`config.mk`:
```
export PLATFORM = sky130hd
export DESIGN_NAME = am2940_word_counter
export DESIGN_NICKNAME = d
export VERILOG_FILES = /design/src/rtl/am2940_pkg.sv /design/src/rtl/wc_updown.sv /design/src/rtl/am2940_word_counter.sv
export SDC_FILE = /design/constraint.sdc
export NUM_CORES = 1
export LEC_CHECK = 0
export BUFFER_PORTS_ARGS = -buffer_cell sky130_fd_sc_hd__buf_2
export CAP_MARGIN = 20
export CORE_AREA = 2 2 39 41
export DETAILED_ROUTE_END_ITERATION = 7
export DIE_AREA = 0 0 41 43
export PLACE_DENSITY = 0.77
export REMOVE_ABC_BUFFERS = 1
export SETUP_SLACK_MARGIN = 0.4
export SLEW_MARGIN = 20
export SYNTH_ARGS = -nofsm -noshare
export SYNTH_HDL_FRONTEND = slang
export SYNTH_SLANG_ARGS = --single-unit
```
`constraint.sdc`:
```
create_clock -name clk -period 4.5 [get_ports clk]
set_input_delay 0.225 -clock clk [delete_from_list [all_inputs] [get_ports clk]]
set_output_delay 0.225 -clock clk [all_outputs]
set_load 0.02 [all_outputs]
```
`src/rtl/am2940_pkg.sv`:
```
// Shared Am2940 definitions: transfer mode encodings, word counter FSM states,
// default slice width and the mode direction helper.
package am2940_pkg;

  localparam int WC_WIDTH = 4;

  localparam logic [1:0] MODE_WC_DOWN  = 2'b00;
  localparam logic [1:0] MODE_WC_UP    = 2'b01;
  localparam logic [1:0] MODE_ADDR_CMP = 2'b10;
  localparam logic [1:0] MODE_FREE     = 2'b11;

  typedef enum logic [1:0] {
    ST_IDLE   = 2'b00,
    ST_ACTIVE = 2'b01,
    ST_HALTED = 2'b10
  } wc_state_t;

  // Up-counting modes start from zero; the others count down from the word register
  function automatic logic mode_is_up(input logic [1:0] mode);
    logic up;
    case (mode)
      MODE_WC_UP, MODE_ADDR_CMP: up = 1'b1;
      MODE_WC_DOWN, MODE_FREE:   up = 1'b0;
      default:                   up = 1'b0;
    endcase
    return up;
  endfunction

endpackage

```
`src/rtl/wc_updown.sv`:
```
// Combinational WIDTH-bit up/down stepper with carry-in and carry/borrow-out,
// shared by the word counter and the address counter.
module wc_updown #(
  parameter int WIDTH = 4
) (
  input  logic [WIDTH-1:0] value,
  input  logic             up,
  input  logic             ci,
  output logic [WIDTH-1:0] count_next,
  output logic             co
);

  logic [WIDTH-1:0] incr_s;

  assign incr_s     = {{(WIDTH-1){1'b0}}, ci};
  assign count_next = up ? (value + incr_s) : (value - incr_s);
  assign co         = ci & (up ? (&value) : ~(|value));

endmodule

```
`src/rtl/am2940_word_counter.sv`:
```
// Am2940 word register / word counter slice with IDLE/ACTIVE/HALTED control.
// Define WC_AUTO_REINIT_EN to reload on done instead of halting.
module am2940_word_counter
  import am2940_pkg::*;
#(
  parameter int WIDTH = WC_WIDTH
) (
  input  logic             clk,
  input  logic             rst,
  input  logic [WIDTH-1:0] data_in,
  input  logic             load_word,
  input  logic             reinit,
  input  logic [1:0]       mode,
  input  logic             wci,
  input  logic             done_in,
  output logic [WIDTH-1:0] word_count_val,
  output logic [WIDTH-1:0] word_reg_val,
  output logic             wco,
  output logic             busy
);

  wc_state_t        state_r;
  logic [WIDTH-1:0] word_count_r;
  logic [WIDTH-1:0] word_reg_r;
  logic             busy_r;
  logic [WIDTH-1:0] start_val_s;
  logic [WIDTH-1:0] count_next_s;
  logic             up_s;
  logic             active_s;
  logic             halt_s;
  logic             step_s;
  logic             co_s;

  assign up_s     = mode_is_up(mode);
  assign active_s = (state_r == ST_ACTIVE);
  // Free-run mode ignores done so a cascaded slice can keep wrapping
  assign halt_s   = active_s & done_in & (mode != MODE_FREE);
  assign step_s   = wci & active_s & ~load_word & ~reinit & ~halt_s;

  // Start value the counter returns to on reinit or auto-reload
  always_comb begin
    start_val_s = {WIDTH{1'b0}};
    case (mode)
      MODE_WC_DOWN, MODE_FREE:   start_val_s = word_reg_r;
      MODE_WC_UP, MODE_ADDR_CMP: start_val_s = {WIDTH{1'b0}};
      default:                   start_val_s = {WIDTH{1'b0}};
    endcase
  end

  wc_updown #(.WIDTH(WIDTH)) u_step (
    .value      (word_count_r),
    .up         (up_s),
    .ci         (step_s),
    .count_next (count_next_s),
    .co         (co_s)
  );

  // Control FSM with counter/register updates in priority order
  always_ff @(posedge clk) begin
    if (rst) begin
      state_r      <= ST_IDLE;
      word_count_r <= {WIDTH{1'b0}};
      word_reg_r   <= {WIDTH{1'b0}};
      busy_r       <= 1'b0;
    end else if (load_word) begin
      word_reg_r   <= data_in;
      word_count_r <= up_s ? {WIDTH{1'b0}} : data_in;
      state_r      <= ST_ACTIVE;
      busy_r       <= 1'b1;
    end else if (reinit && (state_r != ST_IDLE)) begin
      word_count_r <= start_val_s;
      state_r      <= ST_ACTIVE;
      busy_r       <= 1'b1;
    end else if (halt_s) begin
`ifdef WC_AUTO_REINIT_EN
      word_count_r <= start_val_s;
      state_r      <= ST_ACTIVE;
      busy_r       <= 1'b1;
`else
      state_r      <= ST_HALTED;
      busy_r       <= 1'b0;
`endif
    end else if (step_s) begin
      word_count_r <= count_next_s;
    end else begin
      word_count_r <= word_count_r;
    end
  end

  assign word_count_val = word_count_r;
  assign word_reg_val   = word_reg_r;
  assign busy           = busy_r;
  assign wco            = co_s;

endmodule

```
==> flow_summary.ini, run 1 <==
[drt]
routed_wl_um = 1520
drcViolationCount = 0
drt_iter0_markers = 4
wl_per_cell_um = 12.9
postRouteAntennaNets = 0
drt-vias-per-instance = 5.66
vias = 668
drtPass1Iterations = 4

[global_routing]
grt_pass1_vias = 587
grt_pass1_wl_um = 2420
grt_antenna_before_repair = 0
grt_use_total_pct = 20.6
grt_max_degree = 17
grt_overflow_total = 0

[clock_network]
numCtsBuffers = 3
ctsLongestPathBuffers = 2
clkTransAtPathRegs_ns = 0.07
cts_resized = 0
clock_latency_ns = 0.27
postCtsSetupRepairBufs = 0
clock-root-buffer = clkbuf_4
cts.sinks = 10
cts_hold_buf = 0
cts_tree = built
cts_max_level = 1

[cells_and_area]
multiInputGateArea_um2 = 425
finalNonFillerCells = 118
drive_above_1_share_pct = 29.4
n_antenna_cell = 0
fillCellCount = 136
final_core_util_pct = 58.5
syn2layout_area_growth_pct = 22.5
nets = 120
seq_area_um2 = 200

[synth]
synth-compound-area-share_pct = 30.1
yosysWarnings = 0
ys_seq_elements = 10
synth_xor_area_share_pct = 2.65
synth_mux_area_share_pct = 0
ys_async_sr_fraction_pct = 0
synth_common_cells = a21oi_1, dfxtp_1, inv_1, nand2_1, nor2_1
synth_top_area_cell = dfxtp_1
synth.most_common_cell = a21oi_1
ys_types = 32
synthAdderAreaFrac_pct = 10.6
synth_simple_gate_area_share_pct = 21.0
synth_edf_count = 0
yosys.area.top_type_share_pct = 30.3
synth_top_family_by_area = compound AO/OA/AOI/OAI gates
avgSynthCellArea_um2 = 8.26
yosysSeqAreaShare_pct = 30.3
syn_inst = 80
synthFlopType = dfxtp_1
netlist_area_um2 = 661
post_synth_main_area_contributors = dfxtp_1, a21oi_1, ha_1

[critical_path]
worstSetupPathType = reg -> reg
required_ns = 4.71
regToRegEndpoint = word_count_val[3]
cp.buffers_inverters = 1
cpPeakStageDelay_ns = 0.37
cpMostUsedCell = nand2_1
r2r_start = state_r[1]
path_delay_family = compound AO/OA/AOI/OAI gates
start_kind = flop
end_kind = flop
r2r_cells = 10
worst-path-max-fanout = 6
ff2ff_setup_slack_ns = 2.30
slowest_stage = dfxtp_1
path_cells = nor2b_1 > nand4_1 > inv_1 > nand2_1 > ha_1 > a21oi_1 > nand2_1 > xnor2_1 > a311oi_1 > a21boi_2
crit_arrival_ns = 2.41

[place]
dp_cells = 114
io_buffers = 21
place_congestion = 0.776
dp_hpwl_um = 1120

[sta]
fmax_ghz = 0.455
setup_tns_ns = 0
final.period_utilization_pct = 48.9
period_needed_ns = 2.20
finalClockSkew_ns = 0.00105
relSlewSlack_pct = 79.4
hold_slack_ns = 0.222
maxSlewViolCount = 0
setup_viol = 0
tightestPinTransition_ns = 0.309
hold_viol_final = 0
rsz0062_at_grt = no

[run_status]
status = finished clean

[floorplanning]
row_count = 14
die_area_um2 = 1760
start_util_pct = 47.7
coreArea_um2 = 1380
dieWidth_um = 41
ios = 22
die_h_um = 43

[job]
cap_violations = 0

[min_path]
holdCritStartpoint = data_in[3]
hold_end = word_reg_val[3]
hold_depth = 3
min_path_type = in -> reg

[pwr]
leakagePower_nw = 0.382
power.total_uw = 246
max-vdd-ir-drop_mv = 0.223
power.density_nw_per_um2 = 304
worst register-to-register path: cells and delay by family, from the launching register on:
kind | cells | cell delay, ns
buf+inv | 1 | 0.13
flops | 1 | 0.37
fa+ha+maj | 1 | 0.37
compound gates | 3 | 0.59
simple gates | 4 | 0.55
xor+xnor | 1 | 0.14
stage by stage:
| step | worst slack, ns | instance area, um^2 |
|---|---|---|
| 3_5_place_dp | 2.29 | 773 |
| 4_1_cts | 2.29 | 810 |
| 6_report | 2.30 | 810 |
| 5_1_grt | 2.10 | 810 |
| 3_3_place_gp | 2.34 | 773 |
| 2_1_floorplan | 2.44 | 648 |
cell type report:
cell class / instances / area share (%)
flip-flops and latches: 10 / 24.7
inverters: 6 / 2.78
well taps: 16 / 2.47
repair buffers: 21 / 13.0
clock buffers: 4 / 4.48
multi-input cells: 61 / 52.6
cells by family (layout without fill, tap and decap cells):
kind of cell | after synthesis | after routing
buf+inv | 9 | 31
simple gates | 27 | 27
flops | 10 | 10
fa+ha+maj | 5 | 5
compound gates | 27 | 27
xor+xnor | 2 | 2
cells in the final DEF (no fill, tap or decap), types with 2 or more instances in the layout:
master and instances:
inv_1 6, nand2b_1 5, o221ai_1 2, a21oi_1 12, clkbuf_4 3, nand3_1 2
o211a_1 2, buf_2 21, ha_1 4, xnor2_1 2, nor2_1 6, nor2b_1 2
dfxtp_1 10, nand2_1 6
worst max path at each step:
stage | start | end | slack, ns | cells after the start
global placement | mode[0] | word_count_val[1] | 2.34 | 11
floorplan | state_r[0] | word_count_val[3] | 2.44 | 9
finish | state_r[1] | word_count_val[3] | 2.30 | 10
CTS | state_r[1] | word_count_val[3] | 2.29 | 10
global route | state_r[1] | word_count_val[3] | 2.10 | 10
detailed placement | mode[0] | word_count_val[3] | 2.29 | 12
metal layers:
metal	routed length [um]	vias up	global-route usage, %
met3	82	6	4.71
met5	0	-	0
met1	656	306	24.1
met2	735	25	33.1
li1	-	331	-
met4	42	0	10.7
power breakdown:
| part | switching [mW] | total [mW] | internal [mW] |
|---|---|---|---|
| Sequential | 0.00718 | 0.102 | 0.0943 |
| Clock | 0.0337 | 0.0829 | 0.0492 |
| Combinational | 0.0352 | 0.0618 | 0.0266 |
flip-flops by register name, indices dropped and copies added, names as in the netlist:
signal          flops
state_r             2
word_count_val      4
word_reg_val        4
Power figures use the tool's default switching activity.
==> run 2, diff against run 1 <==
Settings changed: CORE_AREA 2 2 39 41 to default, CORE_UTILIZATION from default to 48, DIE_AREA 0 0 41 43 to default, PLACE_DENSITY 0.77 to 0.75.
Clock period 4.5 ns to 2.1 ns, I/O delays scaled along.
==> flow_summary.ini, run 2 (synthesis results as in run 1) <==
[sta]
setup_tns_ns = 0
tightestPinTransition_ns = 0.255
period_needed_ns = 1.96
fmax_ghz = 0.510
rsz0062_at_grt = yes
setup_viol = 0
maxSlewViolCount = 0
relSlewSlack_pct = 83.0
hold_viol_final = 0
finalClockSkew_ns = 0.00357
final.period_utilization_pct = 93.3

[clock_network]
cts.sinks = 10
clkTransAtPathRegs_ns = 0.06
cts_max_level = 1
cts_tree = built
ctsLongestPathBuffers = 2
clock_latency_ns = 0.26
clock-root-buffer = clkbuf_4
numCtsBuffers = 3

[drt]
postRouteAntennaNets = 0
drtPass1Iterations = 4
drcViolationCount = 0
routed_wl_um = 1910
vias = 701
drt-vias-per-instance = 5.39
drt_iter0_markers = 4
wl_per_cell_um = 14.7

[cells_and_area]
syn2layout_area_growth_pct = 50.2
final_core_util_pct = 77.2
n_antenna_cell = 0
final_common_cell = buf_2
nets = 134
finish.instance_area_um2 = 992
drive_above_1_share_pct = 48.7
final_cell_mix = buf_2, buf_4, a21oi_1

[pwr]
max-vdd-ir-drop_mv = 0.349
power.total_uw = 527
power.density_nw_per_um2 = 531
leakagePower_nw = 0.471

[place]
place_congestion = 0.781
place_area_um2 = 802
io_buffers = 21
dp_hpwl_um = 1180

[critical_path]
startpoint = state_r[1]
slowest_stage = dfxtp_2
cpMostUsedCell = buf_4
worstSetupPathType = reg -> reg
crit_arrival_ns = 2.16
path_cells = nor2b_4 > buf_4 > buf_6 > buf_4 > buf_4 > buf_4 > buf_4 > buf_4 > buf_6 > a21oi_4 > o21bai_4 > o21ai_1 > o221a_1
r2r_start = state_r[1]
cpPeakStageDelay_ns = 0.36
path_delay_family = buffers and inverters
start_kind = flop
end_kind = flop
cp.buffers_inverters = 8
required_ns = 2.30
worst-path-max-fanout = 7

[min_path]
holdCritStartpoint = rst
min_path_type = in -> reg

[floorplanning]
ios = 22
coreArea_um2 = 1280
die_area_um2 = 1530
dieWidth_um = 39.1
die_h_um = 39.1
row_count = 13
start_util_pct = 51.4

[global_routing]
grt_antenna_before_repair = 0
grt_overflow_total = 0
grt_pass1_vias = 628
grtUsageMet2_pct = 51.7
grt_max_degree = 16
grt_pass1_wl_um = 2530
grt-busiest-layer = met2
use_met1_pct = 24.7
use_met3_pct = 8.67
grt_use_total_pct = 25.1

[run_status]
status = finished clean

[job]
cap_violations = 0
run 2: what timing repair did:
action	in CTS	in global routing
setup endpoints to repair	3	4
gates resized for setup	11	9
pin swaps	9	5
setup buffers	7	3
cloned	0	0
hold buffers	0	0
run 2: worst reg2reg max path: stages, from the launching register on:
cell      delay, ns
dfxtp_2        0.36
nor2b_4        0.05
buf_4          0.13
buf_6          0.10
buf_4          0.12
buf_4          0.12
buf_4          0.12
buf_4          0.12
buf_4          0.12
buf_6          0.11
a21oi_4        0.14
o21bai_4       0.11
o21ai_1        0.11
o221a_1        0.19
run 2: report_power, final:
group          internal (mW)  switching (mW)  total, mW
combinational         0.0864          0.0946      0.181
clock                 0.0661          0.0626      0.129
sequential             0.202          0.0151      0.217
total                  0.355           0.172      0.527
run 2: cell type report:
| cell class | instances | area (um^2) |
|---|---|---|
| Inverter | 6 | 22.5 |
| Timing Repair Buffer | 35 | 218 |
| Sequential cell | 10 | 201 |
| Multi-Input combinational cell | 61 | 509 |
| Tap cell | 15 | 18.8 |
| Fill cell | 105 | 293 |
| Clock buffer | 3 | 22.5 |
run 2: worst paths after layout:
kind | to | slack [ns] | depth (start not counted)
hold reg to reg | word_reg_val[2] | 0.50 | 2
hold / removal | word_reg_val[1] | 0.12 | 2
setup / recovery | word_count_val[2] | 0.14 | 13
setup reg to reg | word_count_val[2] | 0.14 | 13
run 2: layer usage:
metal  wire [um]  part of all wire (%)  up-vias
li1            -                     -      360
met1         726                    38      320
met2        1090                    57       21
met3          89                   4.7        0
met4           0                     0        0
met5           0                     0        -
run 2: per-stage QoR:
stage	setup WS, ns	hold slack, ns	std cells
finish	0.141	0.123	130
CTS	0.207	0.114	127
floorplan	0.0405	0.174	77
detailed placement	0.0264	0.389	117
global placement	0.0688	0.378	117
global route	0.0657	0.129	130
==> run 3, diff against run 2 <==
Settings changed: CAP_MARGIN 20 to default, PLACE_DENSITY 0.75 to 0.8.
==> flow_summary.ini, run 3 (synthesis results as in run 1) <==
[clock_network]
clock-root-buffer = clkbuf_4
clkTransAtPathRegs_ns = 0.07
cts_max_level = 1
cts_tree = built
cts.sinks = 10
ctsLongestPathBuffers = 2
clock_latency_ns = 0.28
numCtsBuffers = 3

[sta]
rsz0062_at_grt = yes
hold_slack_ns = 0.0983
layout_setup_ws_ns = 0.0861
tightestPinTransition_ns = 0.310
hold_viol_final = 0
relSlewSlack_pct = 79.1
setup_viol = 0
maxSlewViolCount = 0
fmax_ghz = 0.497
final.period_utilization_pct = 95.9
finalClockSkew_ns = 0.00129
period_needed_ns = 2.01

[place]
dp_hpwl_um = 1160
dpl_worst_slack_ns = -0.0333
io_buffers = 21
place_congestion = 0.857

[run_status]
status = finished clean

[floorplanning]
start_util_pct = 51.4
die_area_um2 = 1530
ios = 22
dieWidth_um = 39.1
die_h_um = 39.1
coreArea_um2 = 1280
row_count = 13

[critical_path]
r2r_start = state_r[1]
required_ns = 2.32
start_kind = flop
ff2ff_setup_slack_ns = 0.09
crit_arrival_ns = 2.23
end_kind = flop
crit_end = word_count_val[3]
worst-path-max-fanout = 3
startpoint = state_r[1]
r2r_cells = 10
worstSetupPathType = reg -> reg
regToRegEndpoint = word_count_val[3]

[pwr]
power.density_nw_per_um2 = 567
power.total_uw = 570
leakagePower_nw = 0.472
max-vdd-ir-drop_mv = 0.369

[cells_and_area]
fillCellCount = 94
seq_area_um2 = 201
final_cell_mix = buf_2, a21oi_1, buf_4
syn2layout_area_growth_pct = 52.3
multiInputGateArea_um2 = 495
nets = 134
final_common_cell = buf_2
drive_above_1_share_pct = 48.3
n_antenna_cell = 0

[drt]
drt-vias-per-instance = 5.48
drcViolationCount = 0
routed_wl_um = 1950
vias = 718
drtPass1Iterations = 4
postRouteAntennaNets = 0
drt_iter0_markers = 11
wl_per_cell_um = 14.9

[global_routing]
grt_overflow_total = 0
grt_max_degree = 16
grt_pass1_wl_um = 2760
grt_use_total_pct = 28.0
grt_antenna_before_repair = 0
grt_pass1_vias = 669

[min_path]
min_path_type = in -> reg

[job]
cap_violations = 0
==> run 3: area by class of cell <==
| cell class | instances | area share (%) |
|---|---|---|
| Clock buffer | 4 | 3.61 |
| Timing Repair Buffer | 35 | 23.0 |
| Sequential cell | 10 | 20.0 |
| Multi-Input combinational cell | 61 | 49.3 |
| Inverter | 6 | 2.24 |
| Tap cell | 15 | 1.87 |
==> run 3: per-layer routing <==
layer | GRT usage [%] | part of all wire (%) | vias up
met2 | 52.5 | 55 | 18
met5 | 0 | 0 | -
met4 | 13.8 | 1.4 | 0
met3 | 5.20 | 3.0 | 3
li1 | - | - | 356
met1 | 29.1 | 41 | 341
==> run 3: timing repair <==
| action | 4_1_cts | 5_1_grt |
|---|---|---|
| resized for setup | 11 | 9 |
| endpoints found under the setup margin | 3 | 4 |
| buffers inserted | 8 | 2 |
| hold buffers | 0 | 0 |
| pin swaps | 11 | 11 |
==> run 3: power by group <==
group	total (mW)	internal, mW	switching (mW)
clock network	0.181	0.106	0.0757
logic	0.172	0.0792	0.0925
registers	0.217	0.202	0.0150
total	0.570	0.387	0.183
==> run 3: how the worst min path moves through the flow <==
stage | start | endpoint | slack [ns] | depth (start not counted)
3_3_place_gp | data_in[0] | word_reg_val[0] | 0.37 | 3
6_report | rst | word_reg_val[2] | 0.1 | 2
2_1_floorplan | rst | word_reg_val[0] | 0.17 | 1
3_5_place_dp | rst | word_reg_val[2] | 0.38 | 2
5_1_grt | rst | word_reg_val[3] | 0.12 | 2
4_1_cts | rst | word_reg_val[2] | 0.09 | 2
==> run 3: critical path, cell delays in order, from the launching register on <==
cell	delay, ns
dfxtp_2	0.33
nor2b_2	0.12
nand4_1	0.15
inv_2	0.15
nand2_4	0.09
ha_4	0.23
a21oi_2	0.13
nand2_1	0.09
xnor2_1	0.16
a311oi_1	0.31
a21boi_2	0.19
==> run 3: metrics by stage <==
step	utilization [%]	instance area, um^2	cells	TNS [ns]
finish	78.3	1010	131	0
CTS	74.0	951	129	0
detailed placement	62.4	802	117	-0.0333
global placement	62.4	802	117	0
floorplan	-	648	77	0
global route	78.3	1010	131	-0.0396
